File: src/rtl/roc_output_sampler.sv
// Redstone output sampler: snapshots the output vector on each synchronized
// tick and streams changed snapshots as framed bytes (A5, tick_lo, tick_hi,
// payload) to a UART transmitter. Holds one pending frame while busy.
module roc_output_sampler #(
  parameter int unsigned ROC_OUTPUTS      = 8,
  parameter int unsigned ROC_OUTPUT_BYTES = (ROC_OUTPUTS + 7) >> 3
) (
  input  logic                   i_clk,
  input  logic                   i_rst,
  input  logic                   i_tick,
  input  logic [ROC_OUTPUTS-1:0] i_roc_outputs,
  output logic [7:0]             o_tx_data,
  output logic                   o_tx_valid,
  input  logic                   i_tx_ready,
  output logic [15:0]            o_tick_cnt,
  output logic [7:0]             o_drop_cnt,
  output logic                   o_busy
);

  localparam int unsigned PayW = 8 * ROC_OUTPUT_BYTES;
  localparam int unsigned IdxW = (ROC_OUTPUT_BYTES > 1) ? $clog2(ROC_OUTPUT_BYTES) : 1;
  localparam logic [IdxW-1:0] LastIdx = IdxW'(ROC_OUTPUT_BYTES - 1);

  typedef enum logic [2:0] {StIdle, StHdr, StCntLo, StCntHi, StData} state_e;

  state_e            r_state, w_state_nxt;
  logic [IdxW-1:0]   r_idx, w_idx_nxt;
  logic              r_sync1, r_sync2, r_hist;
  logic [15:0]       r_tick_cnt;
  logic [7:0]        r_drop_cnt;
  logic [15:0]       r_frm_tick, r_pend_tick;
  logic [PayW-1:0]   r_frm_data, r_pend_data, r_ref;
  logic              r_pending, r_first;

  logic              w_tick_p, w_changed, w_accept, w_last;
  logic [15:0]       w_tick_nxt;
  logic [PayW-1:0]   w_snap;
  logic [7:0]        w_data_byte;
  logic              w_load_new, w_load_pend, w_store_pend, w_clr_pend, w_drop;

  // Zero-pad the output vector up to whole payload bytes.
  always_comb begin
    w_snap = '0;
    w_snap[ROC_OUTPUTS-1:0] = i_roc_outputs;
  end

  assign w_tick_p   = r_sync2 & ~r_hist;
  assign w_tick_nxt = r_tick_cnt + 16'd1;
  assign w_changed  = w_tick_p & (r_first | (w_snap != r_ref));
  assign w_accept   = o_tx_valid & i_tx_ready;
  assign w_last     = (r_state == StData) & w_accept & (r_idx == LastIdx);

  // Next-state and buffer control; last-byte handling overrides the plain advance.
  always_comb begin
    w_state_nxt  = r_state;
    w_idx_nxt    = r_idx;
    w_load_new   = 1'b0;
    w_load_pend  = 1'b0;
    w_store_pend = 1'b0;
    w_clr_pend   = 1'b0;
    w_drop       = 1'b0;
    unique case (r_state)
      StIdle:  if (w_changed) begin
                 w_state_nxt = StHdr;
                 w_load_new  = 1'b1;
               end
      StHdr:   if (w_accept) w_state_nxt = StCntLo;
      StCntLo: if (w_accept) w_state_nxt = StCntHi;
      StCntHi: if (w_accept) begin
                 w_state_nxt = StData;
                 w_idx_nxt   = '0;
               end
      StData:  if (w_accept && (r_idx != LastIdx)) w_idx_nxt = r_idx + IdxW'(1);
      default: w_state_nxt = StIdle;
    endcase
    if (w_last) begin
      if (r_pending) begin
        // Older pending snapshot goes first; a simultaneous new one takes its slot.
        w_load_pend = 1'b1;
        w_state_nxt = StHdr;
        if (w_changed) w_store_pend = 1'b1;
        else           w_clr_pend   = 1'b1;
      end else if (w_changed) begin
        w_load_new  = 1'b1;
        w_state_nxt = StHdr;
      end else begin
        w_state_nxt = StIdle;
      end
    end else if ((r_state != StIdle) && w_changed) begin
      w_store_pend = 1'b1;
      w_drop       = r_pending;
    end
  end

  // Select the payload byte addressed by the DATA index.
  always_comb begin
    w_data_byte = 8'h00;
    for (int b = 0; b < ROC_OUTPUT_BYTES; b++) begin
      if (r_idx == IdxW'(b)) w_data_byte = r_frm_data[8*b +: 8];
    end
  end

  // Byte presented to the transmitter; only frame registers feed it, so it stays stable.
  always_comb begin
    o_tx_data = 8'h00;
    unique case (r_state)
      StHdr:   o_tx_data = 8'hA5;
      StCntLo: o_tx_data = r_frm_tick[7:0];
      StCntHi: o_tx_data = r_frm_tick[15:8];
      StData:  o_tx_data = w_data_byte;
      default: o_tx_data = 8'h00;
    endcase
  end

  assign o_tx_valid = (r_state != StIdle);
  assign o_busy     = (r_state != StIdle) | r_pending;
  assign o_tick_cnt = r_tick_cnt;
  assign o_drop_cnt = r_drop_cnt;

  // State, synchronizer, counters and frame/pending buffers.
  always_ff @(posedge i_clk) begin
    if (i_rst) begin
      r_state     <= StIdle;
      r_idx       <= '0;
      r_sync1     <= 1'b0;
      r_sync2     <= 1'b0;
      r_hist      <= 1'b0;
      r_tick_cnt  <= 16'h0000;
      r_drop_cnt  <= 8'h00;
      r_frm_tick  <= 16'h0000;
      r_frm_data  <= '0;
      r_pend_tick <= 16'h0000;
      r_pend_data <= '0;
      r_ref       <= '0;
      r_pending   <= 1'b0;
      r_first     <= 1'b1;
    end else begin
      r_state <= w_state_nxt;
      r_idx   <= w_idx_nxt;
      r_sync1 <= i_tick;
      r_sync2 <= r_sync1;
      r_hist  <= r_sync2;
      if (w_tick_p) r_tick_cnt <= w_tick_nxt;
      if (w_changed) begin
        r_ref   <= w_snap;
        r_first <= 1'b0;
      end
      if (w_load_new) begin
        r_frm_tick <= w_tick_nxt;
        r_frm_data <= w_snap;
      end else if (w_load_pend) begin
        r_frm_tick <= r_pend_tick;
        r_frm_data <= r_pend_data;
      end
      if (w_store_pend) begin
        r_pend_tick <= w_tick_nxt;
        r_pend_data <= w_snap;
        r_pending   <= 1'b1;
      end else if (w_clr_pend) begin
        r_pending <= 1'b0;
      end
      if (w_drop && (r_drop_cnt != 8'hFF)) r_drop_cnt <= r_drop_cnt + 8'd1;
    end
  end

endmodule

File: config.mk
export PLATFORM = sky130hd
export DESIGN_NAME = roc_output_sampler
export DESIGN_NICKNAME = d
export VERILOG_FILES = /design/src/rtl/roc_output_sampler.sv
export SDC_FILE = /design/constraint.sdc
export NUM_CORES = 1
export LEC_CHECK = 0
export ABC_CLOCK_PERIOD_IN_PS = 1800
export BUFFER_PORTS_ARGS = -buffer_cell sky130_fd_sc_hd__buf_2
export CORE_ASPECT_RATIO = 1.75
export CORE_UTILIZATION = 25
export CTS_BUF_LIST = sky130_fd_sc_hd__clkbuf_4
export CTS_CLUSTER_DIAMETER = 80
export CTS_CLUSTER_SIZE = 25
export DETAILED_ROUTE_END_ITERATION = 12
export PLACE_DENSITY_LB_ADDON = 0.15
export SLEW_MARGIN = 10
export SYNTH_ARGS = -nofsm -noshare
export SYNTH_HDL_FRONTEND = slang
export SYNTH_SLANG_ARGS = --single-unit
File: constraint.sdc
create_clock -name i_clk -period 1.8 [get_ports i_clk]
set_input_delay 0.36 -clock i_clk [delete_from_list [all_inputs] [get_ports i_clk]]
set_output_delay 0.36 -clock i_clk [all_outputs]
set_load 0.005 [all_outputs]
==> results of run 1 <==
[worst min-delay path by stage]
| stage | from | endpoint | slack [ns] | cells after the start |
|---|---|---|---|---|
| 2_1_floorplan | r_sync1 | r_sync2 | 0.41 | 1 |
| 3_3_place_gp | r_sync1 | r_sync2 | 0.42 | 1 |
| 3_5_place_dp | r_sync1 | r_sync2 | 0.43 | 1 |
| 4_1_cts | i_tick | r_sync1 | 0.09 | 2 |
| 5_1_grt | i_tick | r_sync1 | 0.1 | 2 |
| 6_report | i_tick | r_sync1 | 0.12 | 2 |
[critical path, delay by kind of cell (launching register included)]
kind | cells | cell delay [ns]
AOI/OAI and AO/OA | 1 | 0.39
buffers and inverters | 3 | 0.32
and+or+nand+nor | 2 | 0.29
DFF | 1 | 0.38
[logic make-up after synthesis]
group / Yosys count / synth area share, %
AOI/OAI and AO/OA: 131 / 20.0
xor gates and xnor gates: 30 / 6.01
adders and majority gates: 2 / 0.572
buffers and inverters: 53 / 5.58
DFF: 89 / 40.7
muxes: 20 / 4.63
and+or+nand+nor: 191 / 22.5
[routing by layer]
metal | part of all wire (%) | wire length [um] | GRT usage, % | vias to the layer above
li1 | - | - | - | 2127
met1 | 41 | 6100 | 19.0 | 2090
met2 | 55 | 8090 | 29.2 | 72
met3 | 2.3 | 342 | 2.88 | 12
met4 | 1.7 | 257 | 5.30 | 0
met5 | 0 | 0 | 0 | -
[power groups by stage]
stage | Sequential, W | Combinational, W | Clock [W]
after floorplan | 0.00219 | 0.000881 | 0
after global placement | 0.00222 | 0.00154 | 0
after detailed placement | 0.00222 | 0.00155 | 0
after CTS | 0.00219 | 0.00201 | 0.00131
after global routing | 0.00221 | 0.00259 | 0.00139
final | 0.00220 | 0.00241 | 0.00127
[timing repair]
item,in CTS,in global routing
pin swaps,36,43
buffers inserted,16,20
gates resized for setup,74,109
cloned,3,4
setup endpoints to repair,68,66
[layout make-up]
cell class              count  area (um2)
fillers                  1777       10300
multi-input cells         374        3020
flip-flops and latches     89        1810
repair buffers            166        1420
well taps                 227         284
clock inverters             7        85.1
clock buffers               9        67.6
inverters                  13        51.3
diodes                      1        2.50
[registers in the layout (all words and copies together) (netlist names)]
register     count
r_first          1
r_sync1          1
r_hist           1
o_tick_cnt      16
r_idx            1
r_pend_tick     16
r_pend_data      8
r_state          3
r_ref            8
r_pending        1
r_sync2          1
o_drop_cnt       8
r_frm_tick      16
r_frm_data       8
[stage by stage]
stage / TNS, ns / area [um2]
after floorplan: -0.764 / 4420
after global placement: -17.27 / 5440
after detailed placement: -17.07 / 5440
after CTS: -6.05 / 6110
after global routing: -16.48 / 6740
final: -10.64 / 6740
[placed cells by master, fill, tap and decap left out, types with 5 or more instances in the layout]
cell type  instances
nand4_1            6
dfxtp_2            8
o22ai_1            9
nor2b_1            7
a21oi_1           24
nand2_1           50
xor2_1             6
inv_1             11
nor3_1            21
nand2b_1           6
nand3_1           13
a21oi_2           27
nor3_2             8
xnor2_1           17
dfxtp_1           77
o31ai_1           12
clkbuf_4           9
buf_12             8
mux2i_2           10
nor4_2             7
nor2_2             5
nor2_1            25
buf_6             26
o21ai_0           18
buf_4             82
buf_2             44
==> impl_metrics.yaml, run 1 <==
synth:
  synth_flop_cell: "dfxtp_1"
  ys_warn_count: 0
  synthCells: 516
  async_reset_ff_share_pct: 0
  synth-seq-area-share_pct: 40.7
  synth.largest_area_cell: "dfxtp_1"
  netlist.area_leader.share_pct: 40.7
  synth_nets: 530
  synth_edf_count: 0
  synth_area_um2: 4370
  ys_top_cells_by_count: "dfxtp_1 (89), a21oi_1 (54), nand2_1 (53)"
  synth_area_leaders: "dfxtp_1 (41%), a21oi_1 (6.2%), nand2_1 (4.5%)"
  synthDistinctLibCells: 50
  synth.most_common_cell: "dfxtp_1"
  ys_ff_latch: 89
  syn_area_per_cell_um2: 8.48
timing:
  report.final.slew_viol_count: 0
  hold_ws_ns: 0.120
  rsz0062_at_grt: "true"
  max_freq_mhz: 457
  relSlewSlack_pct: 64.8
  fin_crit_ns: 2.19
  worstMarginPinSlew_ns: 0.525
  fin_skew_ns: 0.0237
  hold_viol_final: 0
  period_share_pct: 121
  timing.final.ws_setup_ns: -0.386
  finalSetupViolCount: 73
drt:
  drt-vias-per-instance: 4.85
  ant_nets: 0
  num_vias: 4301
  drc_errors: 0
  routed_wl_um: 14800
  drtPass1Iterations: 4
  drt_iter0_markers: 172
  post_drt_wl_per_cell_um: 16.7
placed_design:
  dp.final_hpwl_um: 9780
  place_ws_ns: -0.374
  dpl.cell_count: 832
  gp_congestion: 0.775
  port_buffers: 45
setup_path:
  critical_path.startpoint_type: "register"
  r2r-start: "r_state[2]"
  endpoint: "o_tx_data[3]"
  critPathRequiredTime_ns: 1.44
  reg2reg_slack_ns: -0.25
  reg2reg_to: "r_frm_data[0]"
  crit_start: "r_state[2]"
  path_cells: "nor3b_4, buf_6, nor2b_4, a222oi_1, inv_1, buf_2"
  critPathKind: "reg2out"
  critPathSlowestCell: "a222oi_1"
  arrival_ns: 1.83
  cpPeakStageDelay_ns: 0.39
  r2r_cells: 10
  crit_path_max_fanout: 8
  crit_path_end_kind: "output port"
global_route:
  antenna_found_initial: 1
  grt_pass1_wl_um: 22400
  grt_pass1_vias: 4282
  grt_max_degree: 66
  grt_overflow_total: 0
  track_usage_pct: 16.2
pwr:
  switching_power_w: 0.00212
  p_clk_share_pct: 21.6
  peakVddDrop_v: 0.000406
  leakagePower_nw: 2.48
  p_sw_share_pct: 36.0
  p_per_area_nw_per_um2: 872
  p_int_w: 0.00376
  sequentialPowerShare_pct: 37.4
  finalPower_w: 0.00588
  p_comb_share_pct: 41.0
layout:
  final_layout_size_suffix_gt1_share_pct: 47.7
  final_cells: 886
  final_nets: 667
  utilization_pct: 39.6
  area_growth_pct: 54.1
cts:
  cts_tree: "built"
  path_clk_slew_ns: 0.14
  clock-sinks: 89
  cts.path.max_buffers: 2
  clk_latency_ns: 0.46
  cts-root-buf: "clkbuf_4"
  htree_levels: 3
  hold_buffers: 0
  cts_buffers: 9
floorplan:
  die_y_um: 177
  rows: 63
  die_w_um: 102
  die-area_um2: 18100
  io-pin-count: 46
  start_util_pct: 25.7
  coreArea_um2: 17000
status:
  outcome: "complete, but fails checks"
  violations: "setup timing"
worst_hold_path:
  hold_path.class: "in2reg"
flow_run:
  drv_cap: 0
(Power assumes the default switching activity.)
==> inputs of run 2 (changes only) <==
- CORE_ASPECT_RATIO: 1.75 -> not set
- CTS_CLUSTER_DIAMETER: 80 -> 60
- GPL_TIMING_DRIVEN: not set -> 0
==> run 2 against run 1 <==
  * The run still ends with setup timing left
  * Critical path type unchanged
  * Global-route usage up 0.31 points
  * Via count down 0.60%
  * Critical endpoint unchanged
  * Worst setup slack better by 0.036 ns
  * Final cell count down 3.6%
  * Critical path depth down 1
==> impl_metrics.yaml, run 2 (synthesized netlist as in run 1, its figures left out) <==
status:
  outcome: "complete, but fails checks"
  violations: "setup timing"
placed_design:
  placed_area_um2: 4920
  port_buffers: 45
  dpl.cell_count: 781
  place_ws_ns: -0.612
  dp.final_hpwl_um: 10200
  gp_congestion: 0.806
cts:
  clk_latency_ns: 0.48
  cts-root-buf: "clkbuf_4"
  path_clk_slew_ns: 0.14
  clock-sinks: 89
  cts_tree: "built"
  cts.path.max_buffers: 2
  htree_levels: 3
  cts_buffers: 9
setup_path:
  critical_path.startpoint_type: "register"
  crit_path_max_fanout: 6
  critPathKind: "reg2out"
  critPathRequiredTime_ns: 1.44
  arrival_ns: 1.79
  crit_path_end_kind: "output port"
  reg2reg_to: "r_frm_tick[6]"
  reg2reg_slack_ns: -0.17
  r2r-start: "r_ref[1]"
  r2r_cells: 10
floorplan:
  start_util_pct: 26.0
  io-pin-count: 46
  die-area_um2: 18000
  die_y_um: 134
  die_w_um: 134
  rows: 47
  coreArea_um2: 16800
global_route:
  grt_use_met3_pct: 2.76
  grt_pass1_vias: 3969
  grt_max_degree: 14
  grt_busiest_layer: "met2"
  met2_usage_pct: 25.2
  antenna_found_initial: 1
  grt_use_met1_pct: 22.9
  track_usage_pct: 16.5
  grt_pass1_wl_um: 22600
  grt_overflow_total: 0
worst_hold_path:
  hold_start: "i_tick"
  worstHoldEndpoint: "r_sync1"
  hold_path.class: "in2reg"
  holdPathStages: 2
drt:
  drt_iter0_markers: 236
  routed_wl_um: 15400
  drc_errors: 0
  ant_nets: 0
  drt-vias-per-instance: 5.01
  post_drt_wl_per_cell_um: 18.0
  num_vias: 4275
  drtPass1Iterations: 6
timing:
  rsz0062_at_grt: "true"
  fin_crit_ns: 2.15
  totalNegativeSetupSlack_ns: -7.01
  relSlewSlack_pct: 51.8
  hold_viol_final: 0
  timing.final.ws_setup_ns: -0.350
  finalSetupViolCount: 58
  fin_skew_ns: 0.0209
  period_share_pct: 119
  max_freq_mhz: 465
  report.final.slew_viol_count: 0
  worstMarginPinSlew_ns: 0.717
layout:
  n_fill_cell: 1724
  area_growth_pct: 52.3
  final_cells: 854
  final_nets: 642
  final_layout_size_suffix_gt1_share_pct: 45.5
  fin_area_um2: 6660
  layout_common_cells: "dfxtp_1 (73), nand2_1 (47), buf_2 (46)"
  final_common_cell: "dfxtp_1"
pwr:
  finalPower_w: 0.00564
  p_per_area_nw_per_um2: 846
  peakVddDrop_v: 0.000505
  leakagePower_nw: 2.33
flow_run:
  drv_cap: 0
-- run 2: worst max-delay path by stage --
| stage | start | endpoint | cells past startpoint |
|---|---|---|---|
| floorplan | i_roc_outputs[0] | r_frm_tick[15] | 7 |
| global placement | o_tick_cnt[8] | r_frm_tick[15] | 5 |
| detailed placement | o_tick_cnt[8] | r_frm_tick[15] | 5 |
| CTS | r_state[2] | o_tx_data[3] | 6 |
| global route | r_state[2] | o_tx_data[3] | 5 |
| finish | r_state[2] | o_tx_data[3] | 5 |
-- run 2: cell type report --
| type | count | area (um2) | share of cell area, % |
|---|---|---|---|
| Timing Repair Buffer | 106 | 927 | 13.9 |
| Clock inverter | 5 | 46.3 | 0.695 |
| Multi-Input combinational cell | 375 | 3140 | 47.1 |
| Sequential cell | 89 | 1820 | 27.3 |
| Antenna cell | 1 | 2.50 | 0.0376 |
| Inverter | 13 | 48.8 | 0.732 |
| Buffer | 34 | 327 | 4.90 |
| Clock buffer | 11 | 82.6 | 1.24 |
| Tap cell | 220 | 275 | 4.13 |
-- run 2: layer usage --
layer  vias up  share of wire (%)
met1      2068                 48
met4         0                2.7
met2        92                 46
met5         -                  0
li1       2091                  -
met3        24                3.8
-- run 2: stage by stage --
stage               hold slack (ns)  utilization (%)
CTS                          0.0427             34.3
floorplan                     0.414                -
global route                 0.0667             39.6
finish                       0.0797             39.6
detailed placement            0.432             29.3
global placement              0.430             29.3
-- run 2: power by group --
group	internal, W	switching, W	leakage [nW]
logic	0.000990	0.00129	1.53
clock network	0.000440	0.000705	0.0734
registers	0.00209	0.000117	0.730
-- run 2: critical path: stages, from the launching register on --
cell and delay [ns]:
dfxtp_2 0.36, nor3b_4 0.15, nor2b_4 0.15, a222oi_1 0.45, inv_1 0.07, buf_2 0.14
-- run 2: repair_timing --
action                                  4_1_cts  5_1_grt
pin swaps                                    40       45
endpoints found under the setup margin       86       81
hold endpoints to repair                      0        0
hold buffers                                  0        0
setup buffers                                25       30
resized for setup                           116      181
gates cloned                                  4        5
